### src/rtl/rv32_pkg.sv
`default_nettype none
// ============================================================================
// Module      : rv32_pkg
// Description : Shared RV32I definitions for the decode stage: opcode
//               constants, ALU and result-select encodings, the NOP word,
//               the ID/EX control bundle and the ALU-operation decoder.
// Revision    : 1.0 - initial release
// ============================================================================
package rv32_pkg;

    localparam logic [6:0] c_op_lui    = 7'b0110111;
    localparam logic [6:0] c_op_auipc  = 7'b0010111;
    localparam logic [6:0] c_op_jal    = 7'b1101111;
    localparam logic [6:0] c_op_jalr   = 7'b1100111;
    localparam logic [6:0] c_op_branch = 7'b1100011;
    localparam logic [6:0] c_op_load   = 7'b0000011;
    localparam logic [6:0] c_op_store  = 7'b0100011;
    localparam logic [6:0] c_op_imm    = 7'b0010011;
    localparam logic [6:0] c_op_reg    = 7'b0110011;

    // addi x0, x0, 0
    localparam logic [31:0] c_nop = 32'h0000_0013;

    typedef enum logic [3:0] {
        ALU_ADD    = 4'd0,
        ALU_SUB    = 4'd1,
        ALU_AND    = 4'd2,
        ALU_OR     = 4'd3,
        ALU_XOR    = 4'd4,
        ALU_SLL    = 4'd5,
        ALU_SRL    = 4'd6,
        ALU_SRA    = 4'd7,
        ALU_SLT    = 4'd8,
        ALU_SLTU   = 4'd9,
        ALU_PASS_B = 4'd10
    } alu_ctrl_e;

    typedef enum logic [1:0] {
        RES_ALU = 2'b00,
        RES_MEM = 2'b01,
        RES_PC4 = 2'b10
    } result_src_e;

    typedef enum logic [2:0] {
        IMM_NONE = 3'd0,
        IMM_I    = 3'd1,
        IMM_S    = 3'd2,
        IMM_B    = 3'd3,
        IMM_U    = 3'd4,
        IMM_J    = 3'd5
    } imm_src_e;

    typedef struct packed {
        logic        reg_write;
        logic        mem_write;
        logic        branch;
        logic        jump;
        logic        jalr;
        logic        alu_src_a;
        logic        alu_src_b;
        logic        illegal;
        result_src_e result_src;
        alu_ctrl_e   alu_control;
    } idex_ctrl_t;

    // funct3 -> ALU op for OP / OP-IMM. Bit 30 selects SUB only for
    // register-register forms; it selects SRA for both forms.
    function automatic alu_ctrl_e alu_decode(input logic [2:0] funct3,
                                             input logic       alt,
                                             input logic       is_reg);
        case (funct3)
            3'b000:  return (is_reg && alt) ? ALU_SUB : ALU_ADD;
            3'b001:  return ALU_SLL;
            3'b010:  return ALU_SLT;
            3'b011:  return ALU_SLTU;
            3'b100:  return ALU_XOR;
            3'b101:  return alt ? ALU_SRA : ALU_SRL;
            3'b110:  return ALU_OR;
            default: return ALU_AND;
        endcase
    endfunction

endpackage
`default_nettype wire

### src/rtl/register_file.sv
`default_nettype none
// ============================================================================
// Module      : register_file
// Description : 32 x XLEN integer register file, two combinational read
//               ports, one write port with same-cycle write-to-read bypass.
//               x0 reads as zero. Asynchronous active-low clear.
// Ports       : clk, reset (active low), i_ra1/i_ra2 read indices,
//               i_we/i_wa/i_wd write port, o_rd1/o_rd2 read data.
// Revision    : 1.0 - initial release
// ============================================================================
module register_file
    import rv32_pkg::*;
#(
    parameter int XLEN = 32
) (
    input  logic            clk,
    input  logic            reset,
    input  logic [4:0]      i_ra1,
    input  logic [4:0]      i_ra2,
    input  logic            i_we,
    input  logic [4:0]      i_wa,
    input  logic [XLEN-1:0] i_wd,
    output logic [XLEN-1:0] o_rd1,
    output logic [XLEN-1:0] o_rd2
);

    logic [XLEN-1:0] regs_q [32];
    logic [XLEN-1:0] regs_d [32];
    logic            wr_en;

    assign wr_en = i_we && (i_wa != 5'd0);

    always_comb begin
        regs_d = regs_q;
        if (wr_en) begin
            regs_d[i_wa] = i_wd;
        end
    end

    always_ff @(posedge clk or negedge reset) begin
        if (!reset) begin
            for (int i = 0; i < 32; i++) begin
                regs_q[i] <= '0;
            end
        end else begin
            regs_q <= regs_d;
        end
    end

    // Bypass lets the writeback value reach decode in the same cycle it is
    // being written, so the pipeline needs no WB->ID forwarding path.
    always_comb begin
        o_rd1 = regs_q[i_ra1];
        o_rd2 = regs_q[i_ra2];
        if (wr_en && (i_wa == i_ra1)) o_rd1 = i_wd;
        if (wr_en && (i_wa == i_ra2)) o_rd2 = i_wd;
        if (i_ra1 == 5'd0)            o_rd1 = '0;
        if (i_ra2 == 5'd0)            o_rd2 = '0;
    end

endmodule
`default_nettype wire

### src/rtl/decode_stage.sv
`default_nettype none
// ============================================================================
// Module      : decode_stage
// Description : RV32I decode stage. IF/ID register with stall/flush,
//               instruction decoder, immediate generator, register file and
//               the ID/EX register (flushable, never stalled).
// Ports       : clk, reset (async, active low); PCF/InstrF from fetch;
//               StallD/FlushD/FlushE from the hazard unit; RegWriteW/RdW/
//               ResultW writeback port; Rs1D/Rs2D combinational source
//               indices; *E outputs are the registered ID/EX bundle.
// Revision    : 1.0 - initial release
// ============================================================================
module decode_stage
    import rv32_pkg::*;
#(
    parameter int              XLEN     = 32,
    parameter logic [XLEN-1:0] RESET_PC = '0
) (
    input  logic            clk,
    input  logic            reset,
    input  logic [XLEN-1:0] PCF,
    input  logic [31:0]     InstrF,
    input  logic            StallD,
    input  logic            FlushD,
    input  logic            FlushE,
    input  logic            RegWriteW,
    input  logic [4:0]      RdW,
    input  logic [XLEN-1:0] ResultW,
    output logic [4:0]      Rs1D,
    output logic [4:0]      Rs2D,
    output logic [XLEN-1:0] PCE,
    output logic [XLEN-1:0] RD1E,
    output logic [XLEN-1:0] RD2E,
    output logic [XLEN-1:0] ImmExtE,
    output logic [4:0]      Rs1E,
    output logic [4:0]      Rs2E,
    output logic [4:0]      RdE,
    output logic            RegWriteE,
    output logic            MemWriteE,
    output logic            BranchE,
    output logic            JumpE,
    output logic            JalrE,
    output logic            ALUSrcAE,
    output logic            ALUSrcBE,
    output logic            IllegalE,
    output logic [1:0]      ResultSrcE,
    output logic [3:0]      ALUControlE,
    output logic [2:0]      Funct3E
);

    // ---------------- IF/ID register ----------------
    logic [XLEN-1:0] if_pc_q, if_pc_d;
    logic [31:0]     if_instr_q, if_instr_d;

    // Flush wins over stall; a flush keeps the PC and only replaces the word.
    always_comb begin
        if_pc_d    = if_pc_q;
        if_instr_d = if_instr_q;
        if (FlushD) begin
            if_instr_d = c_nop;
        end else if (!StallD) begin
            if_pc_d    = PCF;
            if_instr_d = InstrF;
        end
    end

    always_ff @(posedge clk or negedge reset) begin
        if (!reset) begin
            if_pc_q    <= RESET_PC;
            if_instr_q <= c_nop;
        end else begin
            if_pc_q    <= if_pc_d;
            if_instr_q <= if_instr_d;
        end
    end

    // ---------------- decoder ----------------
    logic [6:0]  opcode;
    logic [31:0] instr;
    idex_ctrl_t  ctrl;
    imm_src_e    imm_src;
    logic [31:0] imm32;
    logic [XLEN-1:0] imm_ext;

    assign instr  = if_instr_q;
    assign opcode = instr[6:0];

    // LUI carries immediate bits in the rs1 field; zero it so the hazard unit
    // sees no false dependency.
    assign Rs1D = (opcode == c_op_lui) ? 5'd0 : instr[19:15];
    assign Rs2D = instr[24:20];

    always_comb begin
        ctrl             = '0;
        ctrl.result_src  = RES_ALU;
        ctrl.alu_control = ALU_ADD;
        imm_src          = IMM_NONE;
        case (opcode)
            c_op_lui: begin
                ctrl.reg_write   = 1'b1;
                ctrl.alu_src_b   = 1'b1;
                ctrl.alu_control = ALU_PASS_B;
                imm_src          = IMM_U;
            end
            c_op_auipc: begin
                ctrl.reg_write = 1'b1;
                ctrl.alu_src_a = 1'b1;
                ctrl.alu_src_b = 1'b1;
                imm_src        = IMM_U;
            end
            c_op_jal: begin
                // ALU forms PC+imm, which is the JAL target
                ctrl.reg_write  = 1'b1;
                ctrl.jump       = 1'b1;
                ctrl.alu_src_a  = 1'b1;
                ctrl.alu_src_b  = 1'b1;
                ctrl.result_src = RES_PC4;
                imm_src         = IMM_J;
            end
            c_op_jalr: begin
                ctrl.reg_write  = 1'b1;
                ctrl.jump       = 1'b1;
                ctrl.jalr       = 1'b1;
                ctrl.alu_src_b  = 1'b1;
                ctrl.result_src = RES_PC4;
                imm_src         = IMM_I;
            end
            c_op_branch: begin
                ctrl.branch      = 1'b1;
                ctrl.alu_control = ALU_SUB;
                imm_src          = IMM_B;
            end
            c_op_load: begin
                ctrl.reg_write  = 1'b1;
                ctrl.alu_src_b  = 1'b1;
                ctrl.result_src = RES_MEM;
                imm_src         = IMM_I;
            end
            c_op_store: begin
                ctrl.mem_write = 1'b1;
                ctrl.alu_src_b = 1'b1;
                imm_src        = IMM_S;
            end
            c_op_imm: begin
                ctrl.reg_write   = 1'b1;
                ctrl.alu_src_b   = 1'b1;
                ctrl.alu_control = alu_decode(instr[14:12], instr[30], 1'b0);
                imm_src          = IMM_I;
            end
            c_op_reg: begin
                ctrl.reg_write   = 1'b1;
                ctrl.alu_control = alu_decode(instr[14:12], instr[30], 1'b1);
            end
            default: begin
                ctrl.illegal = 1'b1;
            end
        endcase
    end

    // ---------------- immediate generator ----------------
    always_comb begin
        case (imm_src)
            IMM_I:   imm32 = {{20{instr[31]}}, instr[31:20]};
            IMM_S:   imm32 = {{20{instr[31]}}, instr[31:25], instr[11:7]};
            IMM_B:   imm32 = {{19{instr[31]}}, instr[31], instr[7],
                              instr[30:25], instr[11:8], 1'b0};
            IMM_U:   imm32 = {instr[31:12], 12'b0};
            IMM_J:   imm32 = {{11{instr[31]}}, instr[31], instr[19:12],
                              instr[20], instr[30:21], 1'b0};
            default: imm32 = '0;
        endcase
        imm_ext = XLEN'(signed'(imm32));
    end

    // ---------------- register file ----------------
    logic [XLEN-1:0] rf_rd1, rf_rd2;

    register_file #(
        .XLEN (XLEN)
    ) u_register_file (
        .clk   (clk),
        .reset (reset),
        .i_ra1 (Rs1D),
        .i_ra2 (Rs2D),
        .i_we  (RegWriteW),
        .i_wa  (RdW),
        .i_wd  (ResultW),
        .o_rd1 (rf_rd1),
        .o_rd2 (rf_rd2)
    );

    // ---------------- ID/EX register ----------------
    idex_ctrl_t      ex_ctrl_q, ex_ctrl_d;
    logic [XLEN-1:0] ex_pc_q, ex_pc_d;
    logic [XLEN-1:0] ex_rd1_q, ex_rd1_d;
    logic [XLEN-1:0] ex_rd2_q, ex_rd2_d;
    logic [XLEN-1:0] ex_imm_q, ex_imm_d;
    logic [4:0]      ex_rs1_q, ex_rs1_d;
    logic [4:0]      ex_rs2_q, ex_rs2_d;
    logic [4:0]      ex_rd_q, ex_rd_d;
    logic [2:0]      ex_funct3_q, ex_funct3_d;

    always_comb begin
        ex_ctrl_d   = ctrl;
        ex_pc_d     = if_pc_q;
        ex_rd1_d    = rf_rd1;
        ex_rd2_d    = rf_rd2;
        ex_imm_d    = imm_ext;
        ex_rs1_d    = Rs1D;
        ex_rs2_d    = Rs2D;
        ex_rd_d     = instr[11:7];
        ex_funct3_d = instr[14:12];
        if (FlushE) begin
            ex_ctrl_d   = '0;
            ex_pc_d     = RESET_PC;
            ex_rd1_d    = '0;
            ex_rd2_d    = '0;
            ex_imm_d    = '0;
            ex_rs1_d    = '0;
            ex_rs2_d    = '0;
            ex_rd_d     = '0;
            ex_funct3_d = '0;
        end
    end

    always_ff @(posedge clk or negedge reset) begin
        if (!reset) begin
            ex_ctrl_q   <= '0;
            ex_pc_q     <= RESET_PC;
            ex_rd1_q    <= '0;
            ex_rd2_q    <= '0;
            ex_imm_q    <= '0;
            ex_rs1_q    <= '0;
            ex_rs2_q    <= '0;
            ex_rd_q     <= '0;
            ex_funct3_q <= '0;
        end else begin
            ex_ctrl_q   <= ex_ctrl_d;
            ex_pc_q     <= ex_pc_d;
            ex_rd1_q    <= ex_rd1_d;
            ex_rd2_q    <= ex_rd2_d;
            ex_imm_q    <= ex_imm_d;
            ex_rs1_q    <= ex_rs1_d;
            ex_rs2_q    <= ex_rs2_d;
            ex_rd_q     <= ex_rd_d;
            ex_funct3_q <= ex_funct3_d;
        end
    end

    assign PCE         = ex_pc_q;
    assign RD1E        = ex_rd1_q;
    assign RD2E        = ex_rd2_q;
    assign ImmExtE     = ex_imm_q;
    assign Rs1E        = ex_rs1_q;
    assign Rs2E        = ex_rs2_q;
    assign RdE         = ex_rd_q;
    assign Funct3E     = ex_funct3_q;
    assign RegWriteE   = ex_ctrl_q.reg_write;
    assign MemWriteE   = ex_ctrl_q.mem_write;
    assign BranchE     = ex_ctrl_q.branch;
    assign JumpE       = ex_ctrl_q.jump;
    assign JalrE       = ex_ctrl_q.jalr;
    assign ALUSrcAE    = ex_ctrl_q.alu_src_a;
    assign ALUSrcBE    = ex_ctrl_q.alu_src_b;
    assign IllegalE    = ex_ctrl_q.illegal;
    assign ResultSrcE  = ex_ctrl_q.result_src;
    assign ALUControlE = ex_ctrl_q.alu_control;

endmodule
`default_nettype wire
### config.mk
export PLATFORM = sky130hd
export DESIGN_NAME = decode_stage
export DESIGN_NICKNAME = d
export VERILOG_FILES = /design/src/rtl/rv32_pkg.sv /design/src/rtl/register_file.sv /design/src/rtl/decode_stage.sv
export SDC_FILE = /design/constraint.sdc
export NUM_CORES = 2
export LEC_CHECK = 0
export BUFFER_PORTS_ARGS = -buffer_cell sky130_fd_sc_hd__buf_2
export CORE_MARGIN = 2
export CORE_UTILIZATION = 40
export DETAILED_ROUTE_END_ITERATION = 10
export PLACE_DENSITY_LB_ADDON = 0.08
export RECOVER_POWER = 25
export SLEW_MARGIN = 30
export SYNTH_ARGS = -nofsm -noshare
export SYNTH_HDL_FRONTEND = slang
export SYNTH_SLANG_ARGS = --single-unit
### constraint.sdc
create_clock -name clk -period 2.7 [get_ports clk]
set_input_delay 0.54 -clock clk [delete_from_list [all_inputs] [get_ports clk]]
set_output_delay 0.54 -clock clk [all_outputs]
set_load 0.03 [all_outputs]
==> run_results.csv <==
group,metric,value,unit
run_status,status,"finished with violations",
timing,rsz0062_at_grt,"yes",
timing,fin_tns_setup,-0.219,ns
global_routing,grt_max_degree,108,
finish,multi_input_area,32500,sq um
placed_design,gp_congestion,0.837,
logic_synthesis,syn_inst,5324,
detailed_routing,drc,0,
die,start_util,40.3,%
logic_synthesis,synth.distinct_cells,56,
die,coreArea,163000,sq um
setup_path,timing.critical_path.mode_cell,"buf_6",
die,rows,148,
global_routing,track_usage,29.0,%
run,maxCapViolCount,2,
finish,n_fill_cell,14500,
timing,setup_viol,3,
logic_synthesis,synth_ff_type,"dfrtp_1",
detailed_routing,routedWlPerCell,31.2,microns
logic_synthesis,ys_seq_area_share,47.5,%
clocking,cts_tree,"yes",
hold_path,hold_path_class,"in -> reg",
logic_synthesis,synth-edff-count,0,
detailed_routing,route.vias.total,47800,
logic_synthesis,yosysMostFrequentCell,"dfrtp_1",
power_and_ir_drop,seqPwrFrac,42.9,%
logic_synthesis,synth_top_area_share,47.3,%
setup_path,cp_cell_sequence,"and4b_4 > nand2_8 > buf_12 > and2_4 > buf_6 > buf_6",
finish,area_delta_synth_final,18.9,%
power_and_ir_drop,finalPower,56.8,mW
clocking,clock-sinks,1248,
clocking,clk_pin_slew,0.06,ns
logic_synthesis,netlist_area,65800,sq um
global_routing,antenna_found_initial,5,
timing,setup_ws,-0.115,ns
power_and_ir_drop,powerDensity,726,nW/um^2
finish,register_area,31300,sq um
clocking,insertion_delay,0.82,ns
power_and_ir_drop,internal_power,40.6,mW
power_and_ir_drop,p_comb_share,19.6,%
finish,drive_gt1_share,42.1,%
logic_synthesis,syn-num-nets,5431,
logic_synthesis,ys_top_cells_by_area,"dfrtp_1 (47%), mux2_2 (18%), mux4_2 (12%), mux2i_1 (3.6%), a21oi_1 (3.3%)",
finish,final_cells,7879,
die,die_h,410,microns
finish,fin_nets,5689,
timing,clock_skew,0.0325,ns
clocking,root_buffer,"clkbuf_16",
logic_synthesis,synth.largest_area_cell,"dfrtp_1",
power_and_ir_drop,power_switching,16.1,mW
timing,fin_crit_sh,104,%
placed_design,port_buffers,276,
timing,drv_slew,58,
die,die_w,410,microns
logic_synthesis,yosys_register_bits,1248,
run_status,failed_checks,"capacitance limit, slew limit, setup timing",
logic_synthesis,async_flop_share,100,%
setup_path,crit_fanout,4,
die,die_area,168000,sq um
detailed_routing,wl,246,mm
setup_path,max_stage_delay,0.56,ns
placed_design,dp.cells,7523,
global_routing,overflow,0,
power_and_ir_drop,p_clk_share,37.6,%
timing,relSlewSlack,-33.6,%
timing,clock.fmax,355,MHz
clocking,clockBufferDepth,3,
power_and_ir_drop,irDropWorstVdd,0.645,mV
timing,hold_viol_final,0,
logic_synthesis,ys_top_cells_by_count,"dfrtp_1 (1,245), mux2_2 (1,054), a21oi_1 (437)",
placed_design,hpwl,153,mm
clocking,htreeDepth,4,
setup_path,worstSetupStartpointType,"register",
detailed_routing,firstDrtPassIters,6,
timing,tightest_slew,2.00,ns
power_and_ir_drop,power_leakage,33.6,nW
detailed_routing,via_per_inst,6.06,
logic_synthesis,syn_area_per_cell,12.4,sq um
setup_path,crit_required,2.16,ns
setup_path,crit_slowest_cell,"dfstp_2",
setup_path,worstPathArrival,2.28,ns
detailed_routing,ant_nets,0,
timing,fin_crit,2.82,ns
die,design.portCount,277,
timing,hold_ws,0.0636,ns
logic_synthesis,ys_warn_count,0,
setup_path,worstSetupPathType,"reg -> out",
power_and_ir_drop,swShare,28.4,%
global_routing,grt_pass1_vias,48200,
global_routing,grt_pass1_wl,356,mm
detailed_routing,drt_iter0_drc,4210,
setup_path,crit_path_end_kind,"primary output",
clocking,numCtsBuffers,151,
flip-flops by register name (all words and copies together), names as in the netlist, 2 cells and up:
register                count
RdE                         5
Rs1E                        5
ALUControlE                 4
RD1E                       32
u_register_file.regs_q   1024
PCE                        32
ImmExtE                    32
Rs2E                        5
if_pc_q                    32
ResultSrcE                  2
if_instr_q                 32
Funct3E                     3
RD2E                       32
kinds of logic after synthesis:
logic type | count (synthesis) | synth area share [%]
xor gates and xnor gates | 8 | 0.106
and+or+nand+nor | 822 | 6.29
buffers and inverters | 628 | 3.81
DFF | 1248 | 47.5
AOI/OAI and AO/OA | 982 | 8.85
muxes | 1636 | 33.5
through the flow:
step           worst slack (ns)  cell area (sq um)  utilization, %
6_report                 -0.115              78200            48.0
5_1_grt                  -0.185              78200            48.0
4_1_cts                  -0.172              78300            48.0
3_5_place_dp            -0.0632              72200            44.3
3_3_place_gp            -0.0404              72200            44.3
2_1_floorplan             0.387              65800               -
cell type report:
class / count / share of cell area, %
multi-input combinational: 3448 / 41.5
sequential: 1248 / 40.0
timing repair buffer: 697 / 8.23
clock buffer: 226 / 5.81
tap: 2175 / 3.48
clock inverter: 46 / 0.846
inverter: 36 / 0.179
antenna: 3 / 0.00959
power groups by stage:
stage	combinational, mW	sequential (mW)	clock, mW
5_1_grt	12.0	24.7	22.5
3_3_place_gp	10.8	24.5	0
4_1_cts	11.1	24.2	21.7
3_5_place_dp	11.0	24.6	0
2_1_floorplan	7.65	23.9	0
6_report	11.1	24.3	21.3
path summary, 6_finish.rpt:
path / startpoint / slack [ns] / end / depth (start not counted)
min reg2reg: u_register_file.regs_q[1006]$_DFFE_PN0P_ / 0.43 / u_register_file.regs_q[1006]$_DFFE_PN0P_ / 0
max: if_instr_q[4]$_DFFE_PN1P_ / -0.12 / Rs1D[4] / 6
min: InstrF[0] / 0.06 / if_instr_q[0]$_DFFE_PN1P_ / 3
max reg2reg: if_instr_q[1]$_DFFE_PN1P_ / 0 / RD1E[7]$_DFF_PN0_ / 9
max in group asynchronous: reset / 0.26 / u_register_file.regs_q[494]$_DFFE_PN0P_ / 3
min in group asynchronous: reset / 0.77 / u_register_file.regs_q[441]$_DFFE_PN0P_ / 2
critical path: cells and delay by family (launching register included):
family	cells	cell delay [ns]
flops	1	0.56
simple gates	3	0.52
buf+inv	3	0.40
placed cells by master, fill, tap and decap left out, types with 48 or more instances in the layout:
| master | count |
|---|---|
| a21oi_1 | 437 |
| a22oi_1 | 59 |
| buf_12 | 131 |
| buf_2 | 268 |
| buf_4 | 186 |
| clkbuf_16 | 156 |
| dfrtp_1 | 1237 |
| dlygate4sd3_1 | 61 |
| mux2_2 | 1054 |
| mux2i_1 | 234 |
| mux4_2 | 347 |
| nand2_1 | 164 |
| nand2b_1 | 61 |
| nand3_1 | 62 |
| nor2_1 | 218 |
| nor2b_1 | 117 |
| o21ai_0 | 196 |
| o22ai_1 | 48 |
| or2_2 | 65 |
layer usage:
metal | wire (microns) | track usage [%]
met1 | 107000 | 40.4
met2 | 115000 | 46.4
met3 | 15000 | 4.81
met4 | 7880 | 8.99
met5 | 0 | 0
timing repair:
action,CTS,global route
buffers inserted,16,3
cloned,1,1
pin swaps,5,2
hold endpoints to repair,94,0
hold buffers,61,0
setup endpoints to repair,7,38
gates resized for setup,35,10
Power figures use the tool's default switching activity.
